**src/rtl/instr_mem_loader_pkg.sv**
```systemverilog
// Shared types and constants for the instruction-memory loader.
// State encoding, stream framing sizes and the busy-state helper live here.
package instr_mem_loader_pkg;

    localparam int unsigned BYTE_W         = 8;
    localparam int unsigned WORD_W         = 32;
    localparam int unsigned LEN_BYTES      = 2;
    localparam int unsigned BYTES_PER_WORD = 4;

    typedef enum logic [2:0] {
        ST_IDLE,
        ST_LEN0,
        ST_LEN1,
        ST_DATA,
        ST_CSUM,
        ST_DONE,
        ST_ERR
    } state_t;

    // States in which a load is in flight and stream bytes are accepted.
    function automatic logic is_busy(input state_t s);
        return (s == ST_LEN0) || (s == ST_LEN1) || (s == ST_DATA) || (s == ST_CSUM);
    endfunction

endpackage

```
**src/rtl/instr_mem_loader_if.sv**
```systemverilog
// Byte-stream input and instruction-memory write port of the loader.
// The loader is the slave; the stream source / memory side is the master.
interface instr_mem_loader_if;
    import instr_mem_loader_pkg::*;

    logic              byte_valid_i;
    logic [BYTE_W-1:0] byte_data_i;
    logic              byte_ready_o;
    logic              imem_we_o;
    logic [WORD_W-1:0] imem_addr_o;
    logic [WORD_W-1:0] imem_wdata_o;

    modport master (
        output byte_valid_i, byte_data_i,
        input  byte_ready_o, imem_we_o, imem_addr_o, imem_wdata_o
    );

    modport slave (
        input  byte_valid_i, byte_data_i,
        output byte_ready_o, imem_we_o, imem_addr_o, imem_wdata_o
    );

endinterface

```
**src/rtl/instr_mem_loader_packer.sv**
```systemverilog
// Byte-to-word packer: assembles little-endian 32-bit words from accepted bytes.
// word_ready_c/word_c present the completed word in the cycle its last byte is accepted.
module instr_mem_loader_packer
    import instr_mem_loader_pkg::*;
(
    input  logic              clk,
    input  logic              rst_n,
    input  logic              clr,
    input  logic              byte_en,
    input  logic [BYTE_W-1:0] byte_data,
    output logic              word_ready_c,
    output logic [WORD_W-1:0] word_c
);

    localparam int unsigned CNT_W = $clog2(BYTES_PER_WORD);

    logic [CNT_W-1:0]  cnt;
    logic [WORD_W-1:0] sr;

    // New byte enters at the top, so the first byte ends up in bits [7:0].
    assign word_c       = {byte_data, sr[WORD_W-1:BYTE_W]};
    assign word_ready_c = byte_en && (cnt == CNT_W'(BYTES_PER_WORD - 1));

    always_ff @(posedge clk or negedge rst_n) begin
        if (!rst_n) begin
            cnt <= '0;
            sr  <= '0;
        end else if (clr) begin
            cnt <= '0;
            sr  <= '0;
        end else if (byte_en) begin
            cnt <= cnt + CNT_W'(1);
            sr  <= word_c;
        end
    end

endmodule

```
**src/rtl/instr_mem_loader.sv**
```systemverilog
// Instruction-memory loader: parses a length/data/checksum byte stream, writes
// words to instruction memory and holds the CPU in reset until a verified load.
module instr_mem_loader
    import instr_mem_loader_pkg::*;
#(
    parameter int unsigned ADDR_W    = 10,
    parameter int unsigned MAX_WORDS = 1024
) (
    input  logic               clk_i,
    input  logic               rst_i,
    input  logic               start_i,
    instr_mem_loader_if.slave  bus,
    output logic               cpu_rst_o,
    output logic               busy_o,
    output logic               done_o,
    output logic               err_o
);

    localparam int unsigned LEN_W = LEN_BYTES * BYTE_W;
    localparam int unsigned IDX_W = ADDR_W + 1;

    state_t            state;
    state_t            nxt;
    logic [LEN_W-1:0]  len;
    logic [LEN_W-1:0]  len_full;
    logic [IDX_W-1:0]  idx;
    logic [BYTE_W-1:0] csum;
    logic              accept;
    logic              start_load;
    logic              last_word;
    logic              word_ready_c;
    logic [WORD_W-1:0] word_c;

    assign accept     = bus.byte_valid_i && bus.byte_ready_o;
    assign start_load = start_i && !is_busy(state);
    assign len_full   = {bus.byte_data_i, len[BYTE_W-1:0]};
    assign last_word  = (LEN_W'(idx) + LEN_W'(1)) == len;

    instr_mem_loader_packer u_packer (
        .clk          (clk_i),
        .rst_n        (rst_i),
        .clr          (start_load),
        .byte_en      (accept && (state == ST_DATA)),
        .byte_data    (bus.byte_data_i),
        .word_ready_c (word_ready_c),
        .word_c       (word_c)
    );

    // Next-state decode.
    always_comb begin
        nxt = state;
        case (state)
            ST_IDLE, ST_DONE, ST_ERR: if (start_i) nxt = ST_LEN0;
            ST_LEN0: if (accept) nxt = ST_LEN1;
            ST_LEN1: begin
                if (accept) begin
                    if (len_full == '0)                     nxt = ST_CSUM;
                    else if (len_full > LEN_W'(MAX_WORDS))  nxt = ST_ERR;
                    else                                    nxt = ST_DATA;
                end
            end
            ST_DATA: if (word_ready_c && last_word) nxt = ST_CSUM;
            ST_CSUM: begin
                if (accept) nxt = (bus.byte_data_i == csum) ? ST_DONE : ST_ERR;
            end
            default: nxt = ST_IDLE;
        endcase
    end

    // State, registered status outputs, counters and the memory write port.
    always_ff @(posedge clk_i or negedge rst_i) begin
        if (!rst_i) begin
            state            <= ST_IDLE;
            bus.byte_ready_o <= 1'b0;
            bus.imem_we_o    <= 1'b0;
            bus.imem_addr_o  <= '0;
            bus.imem_wdata_o <= '0;
            busy_o           <= 1'b0;
            done_o           <= 1'b0;
            err_o            <= 1'b0;
            cpu_rst_o        <= 1'b0;
            len              <= '0;
            idx              <= '0;
            csum             <= '0;
        end else begin
            state            <= nxt;
            bus.byte_ready_o <= is_busy(nxt);
            busy_o           <= is_busy(nxt);
            done_o           <= (nxt == ST_DONE);
            err_o            <= (nxt == ST_ERR);
            cpu_rst_o        <= (nxt == ST_DONE);
            bus.imem_we_o    <= 1'b0;

            if (start_load) begin
                len  <= '0;
                idx  <= '0;
                csum <= '0;
            end

            if (accept) begin
                case (state)
                    ST_LEN0: len[BYTE_W-1:0] <= bus.byte_data_i;
                    ST_LEN1: len <= len_full;
                    ST_DATA: csum <= csum ^ bus.byte_data_i;
                    default: ;
                endcase
            end

            if (word_ready_c) begin
                bus.imem_we_o    <= 1'b1;
                bus.imem_addr_o  <= WORD_W'({idx, 2'b00});
                bus.imem_wdata_o <= word_c;
                idx              <= idx + IDX_W'(1);
            end
        end
    end

endmodule
```
**src/flat_wrapper.sv**
```systemverilog
// flat-port wrapper written by rule: the top's interface ports become plain ports
module instr_mem_loader_flat import instr_mem_loader_pkg::*;
#(
    parameter int unsigned ADDR_W    = 10,
    parameter int unsigned MAX_WORDS = 1024
)
  (clk_i, rst_i, start_i, cpu_rst_o, busy_o, done_o, err_o, bus_byte_valid_i, bus_byte_data_i, bus_byte_ready_o, bus_imem_we_o, bus_imem_addr_o, bus_imem_wdata_o);
  instr_mem_loader_if bus_i ();
  input  logic clk_i;
  input  logic rst_i;
  input  logic start_i;
  output logic cpu_rst_o;
  output logic busy_o;
  output logic done_o;
  output logic err_o;
  input wire logic [$bits(bus_i.byte_valid_i)-1:0] bus_byte_valid_i;
  input wire logic [$bits(bus_i.byte_data_i)-1:0] bus_byte_data_i;
  output wire logic [$bits(bus_i.byte_ready_o)-1:0] bus_byte_ready_o;
  output wire logic [$bits(bus_i.imem_we_o)-1:0] bus_imem_we_o;
  output wire logic [$bits(bus_i.imem_addr_o)-1:0] bus_imem_addr_o;
  output wire logic [$bits(bus_i.imem_wdata_o)-1:0] bus_imem_wdata_o;
  assign bus_i.byte_valid_i = bus_byte_valid_i;
  assign bus_i.byte_data_i = bus_byte_data_i;
  assign bus_byte_ready_o = bus_i.byte_ready_o;
  assign bus_imem_we_o = bus_i.imem_we_o;
  assign bus_imem_addr_o = bus_i.imem_addr_o;
  assign bus_imem_wdata_o = bus_i.imem_wdata_o;
  instr_mem_loader #(.ADDR_W(ADDR_W), .MAX_WORDS(MAX_WORDS)) u_core (.clk_i(clk_i), .rst_i(rst_i), .start_i(start_i), .bus(bus_i), .cpu_rst_o(cpu_rst_o), .busy_o(busy_o), .done_o(done_o), .err_o(err_o));
endmodule
```
**config.mk**
```make
export PLATFORM = sky130hd
export DESIGN_NAME = instr_mem_loader_flat
export DESIGN_NICKNAME = d
export VERILOG_FILES = /design/src/rtl/instr_mem_loader_pkg.sv /design/src/rtl/instr_mem_loader_if.sv /design/src/rtl/instr_mem_loader_packer.sv /design/src/rtl/instr_mem_loader.sv /design/src/flat_wrapper.sv
export SDC_FILE = /design/constraint.sdc
export NUM_CORES = 1
export LEC_CHECK = 0
export BUFFER_PORTS_ARGS = -buffer_cell sky130_fd_sc_hd__clkbuf_2
export CAP_MARGIN = 20
export CELL_PAD_IN_SITES_DETAIL_PLACEMENT = 0
export CELL_PAD_IN_SITES_GLOBAL_PLACEMENT = 2
export CORE_MARGIN = 4
export CORE_UTILIZATION = 30
export CTS_BUF_LIST = sky130_fd_sc_hd__clkbuf_4 sky130_fd_sc_hd__clkbuf_8
export CTS_CLUSTER_DIAMETER = 150
export DETAILED_ROUTE_END_ITERATION = 12
export PLACE_DENSITY_LB_ADDON = 0.1
export SYNTH_ARGS = -nofsm -noshare
export SYNTH_HDL_FRONTEND = slang
export SYNTH_HIERARCHICAL = 1
export SYNTH_SLANG_ARGS = --single-unit
```
**constraint.sdc**
```tcl
create_clock -name clk_i -period 3.4 [get_ports clk_i]
set_input_delay 0.51 -clock clk_i [delete_from_list [all_inputs] [get_ports clk_i]]
set_output_delay 0.51 -clock clk_i [all_outputs]
set_load 0.05 [all_outputs]
```
# Yosys cells after proc, flatten, opt, wreduce, memory -nomap -nowiden
# Cells that the tools add are included.
[word_totals]
reg_bits = 119
in_bits = 12
out_inout_bits = 70
elab_cells = 74
[op_classes]
add_sub_neg = 3
n_lt_le_gt_ge = 1
eq_ne = 16
muxes = 23
bitwise_logic = 1
n_reduce_logical = 17
[ops]
columns = ["op", "count"]
rows = [
  ["32-bit 2-to-1 mux", 2],
  ["16-bit 2-to-1 mux", 2],
  ["8-bit 2-to-1 mux", 4],
  ["11-bit 2-to-1 mux", 2],
  ["3-bit 2-to-1 mux", 7],
  ["3-bit equality test (second input constant)", 6],
  ["16-bit equality test", 1],
  ["16-bit by 11-bit greater-than comparator with 1-bit output (second input constant)", 1],
  ["16-bit zero test", 1],
  ["8-bit one-hot mux with 2 select lines", 1],
  ["3-bit one-hot mux with 5 select lines", 1],
  ["11-bit by 1-bit adder with 12-bit output (second input constant)", 1],
  ["3-bit by 2-bit equality test with 1-bit output (second input constant)", 4],
  ["11-bit by 1-bit adder with 11-bit output (second input constant)", 1],
  ["8-bit equality test", 1],
  ["8-bit XOR", 1],
  ["3-bit by 1-bit equality test with 1-bit output (second input constant)", 2],
  ["1-bit logical OR", 6],
  ["2-bit 2-to-1 mux", 3],
  ["1-bit logical AND", 5],
  ["2-bit nonzero test", 2],
  ["3-bit zero test", 1],
  ["3-bit OR reduction", 1],
  ["2-bit by 1-bit adder with 2-bit output (second input constant)", 1],
  ["other kinds (4)", 4],
]

# Depth between registers and ports, before layout
[logic_depth]
ltp_word = 10
mapped_depth = 14
depth_no_buf = 10

# Hierarchy
# The synthesis kept the hierarchy.
[by_module_without_submodules]
columns = ["mod", "instances", "cells_per_inst", "area_per_inst_um2", "seq_area_each_um2"]
rows = [
  ["instr_mem_loader", 1, 413, 4360.4, 2127.0],
  ["instr_mem_loader_packer", 1, 94, 1154.9, 650.6],
]

# Worst setup path before layout
# No wires, ideal clock.
[synth_path]
path_kind = "register -> register"
from = "register u_core/busy_o (netlist name)"
to = "register u_core.state[1]"
setup_ns = 0.125
arrival_time_ns = 3.153
required_ns = 3.275
path_slack_ns = 0.122
path_stages_with_launch = 13
cell_sequence = "dfrtp_1 nand3_1 clkbuf_1 inv_1 buf_6 buf_12 and2_1 or4b_1 nor4_2 o311ai_1 a311o_1 o31ai_2 nand2_1"
[synth_lines]
columns = ["item", "line_no", "rtl"]
rows = [
  ["to (signal assigned)", "instr_mem_loader.sv:86", "state <= nxt;"],
  ["to (decl)", "instr_mem_loader.sv:22", "state_t state;"],
]

# Worst setup path after layout
[layout_path]
from = "register u_core.state[1]"
to = "register u_core.state[1]"
[layout_via]
elab_chain_cells = 6
elab_cells_between_ends = 17
[layout_lines]
columns = ["item", "line_no", "rtl"]
rows = [
  ["3-bit by 2-bit equality test with 1-bit output", "instr_mem_loader.sv:43", ".byte_en (accept && (state == ST_DATA)),"],
  ["1-bit logical AND", "instr_mem_loader.sv:43", ""],
  ["1-bit logical AND", "instr_mem_loader_packer.sv:22", "assign word_ready_c = byte_en && (cnt == CNT_W'(BYTES_PER_WORD - 1));"],
  ["via u_core.word_ready_c", "instr_mem_loader.sv:31", "logic word_ready_c;"],
  ["1-bit logical AND", "instr_mem_loader.sv:62", "ST_DATA: if (word_ready_c && last_word) nxt = ST_CSUM;"],
  ["3-bit 2-to-1 mux", "instr_mem_loader.sv:62", ""],
  ["3-bit one-hot mux with 5 select lines", "instr_mem_loader.sv:52", "case (state)"],
  ["via u_core.nxt[1]", "instr_mem_loader.sv:23", "state_t nxt;"],
]
# The timed path passes the listed nets, and every way through them passes these cells.
# A chain may end at the register's enable or synchronous reset.

==> flow_summary.toml <==
[clock_network]
holdBufCountCts = 0
post_cts_resized = 0
cts_tree = "built"
insertion_delay_ns = 0.39
htree_levels = 3
ctsLongestPathBuffers = 2
clk_pin_slew_ns = 0.11
cts_setup_buffers = 0
clock-sinks = 111
clock-root-buffer = "clkbuf_8"
numCtsBuffers = 9

[logic_synthesis]
ys_seq_area_share_pct = 50.4
synth_most_common_cell = "dfrtp_1"
ys_warn_count = 6
synth-main-ff-cell = "dfrtp_1"
ys_seq_elements = 111
synthArstFlopShare_pct = 100
syn_area_um2 = 5520
synth_area_leader_cell = "dfrtp_1"
synth.top_cell.area_share_pct = 50.4
synthTopCellsByCount = "dfrtp_1 (111), nand2_1 (49), mux2_2 (44), nor2_1 (37), o21ai_0 (37)"
synth_edf_count = 0
synth.distinct_cells = 63
avgSynthCellArea_um2 = 10.9
syn_inst = 507
netlist_top_cells_area = "dfrtp_1 (50%), mux2_2 (9.0%), mux2i_1 (5.3%)"

[setup_path]
timing.rr.start = "u_core/state[1]"
cp-endpoint = "u_core/state[1]"
worstPathRequired_ns = 3.66
crit_type = "flip-flop to flip-flop"
cp_max_fo = 10
startpoint_type = "flip-flop"
r2r_slack_ns = 0.47
worstReg2RegEnd = "u_core/state[1]"
cp.arrival_ns = 3.19
reg2reg_depth = 10
crit_start = "u_core/state[1]"
endpoint_kind = "flip-flop"

[floorplan]
core_um2 = 18000
die_x_um = 144
row_count = 49
io_pins = 82
initial_core_util_pct = 30.6
dieArea_um2 = 20600
die_h_um = 144

[pwr]
powerDensity_nw_per_um2 = 620
leakagePower_nw = 2.84
irDropWorstVdd_uv = 337
finalPower_mw = 3.74

[timing]
grt_setup_unrepaired = "false"
tightestPinTransition_ns = 0.838
max_slew_margin_pct = 44.1
fin_crit_ns = 2.93
fin_skew_ns = 0.0190
hold_viol_final = 0
finalCritPeriodShare_pct = 86.3
setup_tns_ns = 0
drv_slew = 0
finalSetupViolCount = 0
postLayoutSetupSlackWorst_ns = 0.467
fmax_ghz = 0.341

[route]
wl_per_cell_um = 17.2
num_vias = 3765
drc = 0
first_pass_iters = 5
drt_iter0_drc = 217
via_per_inst = 4.82
wl_mm = 13.4
ant_nets = 0

[finish]
antenna_cells = 0
syn_to_final_growth_pct = 9.51
layout.nets = 562
nFillCells = 1893
drive_above_1_share_pct = 25.2
utilization_pct = 33.5
finalNonFillerCells = 781

[placed_design]
port-buffer-count = 60
dp.cells = 766
gp_congestion = 0.767
pre_cts_ws_ns = 0.486
hpwlAfterDp_mm = 8.93

[grt]
grt_max_degree = 81
antenna_found_initial = 0
first_global_vias = 3798
grt_pass1_wl_mm = 21.7
grt_use_total_pct = 13.5
grt_overflow_total = 0

[worst_hold_path]
hp-class = "input pin to asynchronous set/reset pin"

[status]
status = "finished clean"

[job]
maxCapViolCount = 0
## power breakdown
part	switching, mW	total (mW)	internal (mW)	leakage [nW]
Combinational	0.754	1.18	0.423	1.21
Clock	0.469	0.824	0.355	0.0983
Sequential	0.210	1.74	1.53	1.53
## worst min-delay path by stage
stage / startpoint / endpoint / slack, ns / depth (start not counted)
CTS: rst_i / u_core/u_packer/sr[23] / 0.04 / 1
global placement: rst_i / u_core/bus.imem_addr_o[5] / 0.48 / 1
global route: rst_i / u_core/bus.imem_wdata_o[23] / 0.06 / 1
finish: rst_i / u_core/bus.imem_wdata_o[23] / 0.05 / 1
floorplan: rst_i / u_core/bus.imem_addr_o[10] / 0.21 / 0
detailed placement: rst_i / u_core/bus.imem_addr_o[5] / 0.49 / 1
## critical path, stage by stage (launching register included)
cell and delay, ns:
dfrtp_1 0.52, and3b_1 0.29, nand3_1 0.14, inv_1 0.10
and2_2 0.14, or4b_1 0.45, nor4_2 0.30, o311ai_1 0.14
a311o_1 0.37, o31ai_2 0.27, nand2_1 0.10
## flip-flops by register name, indices dropped and copies added, names as in the netlist
register and flops:
u_core/bus.imem_wdata_o 32, u_core/u_packer/sr 24, u_core/len 16, u_core/bus.imem_addr_o 11
u_core/idx 11, u_core/csum 8, u_core/state 3, u_core/u_packer/cnt 2
u_core/bus.imem_we_o 1, u_core/busy_o 1, u_core/done_o 1, u_core/err_o 1
## cell families after synthesis
family	Yosys count	share of synthesized area [%]
simple gates	157	14.7
flops	111	50.4
compound gates	80	9.35
mux	73	14.2
buf+inv	67	8.26
xor+xnor	16	2.54
fa+ha+maj	2	0.454
other cells	1	0.0680
## cell usage in the layout (no fill, tap or decap), drive strengths merged, types with 2 or more instances in the layout
cell	count
dfrtp	111
clkbuf	69
nand2	49
mux2	44
nor2	40
o21ai	38
mux2i	29
conb	21
nand3	12
nand2b	11
xnor2	11
buf	10
inv	10
nand4	9
a21oi	7
o2bb2ai	6
xor2	5
or4	5
nor3	4
nor3b	4
o31ai	4
nor4	4
and2	4
a21o	3
a21boi	3
nor2b	3
o221ai	2
o21a	2
a31oi	2
and4	2
o22ai	2
a311oi	2
or3	2
ha	2
## cell type report
cell class	instances	area, um2	share of cell area (%)
Tap cell	229	287	4.74
Clock buffer	10	131	2.18
Timing Repair Buffer	69	383	6.34
Inverter	8	30.0	0.497
Sequential cell	111	2780	46.0
Multi-Input combinational cell	349	2360	39.2
Clock inverter	5	66.3	1.10
## per-stage QoR
step	instance area, um2	hold WS (ns)
after CTS	6040	0.0442
after global placement	5840	0.479
final	6040	0.0494
after global routing	6040	0.0593
after floorplan	5590	0.214
after detailed placement	5840	0.487
## layer usage
metal	up-vias	wire length (um)	GRT usage [%]
li1	1815	-	-
met1	1863	6400	18.6
met2	77	6320	21.1
met3	10	537	3.43
met4	0	162	3.67
met5	-	0	0
No activity file was read; power rests on OpenSTA's default activity.
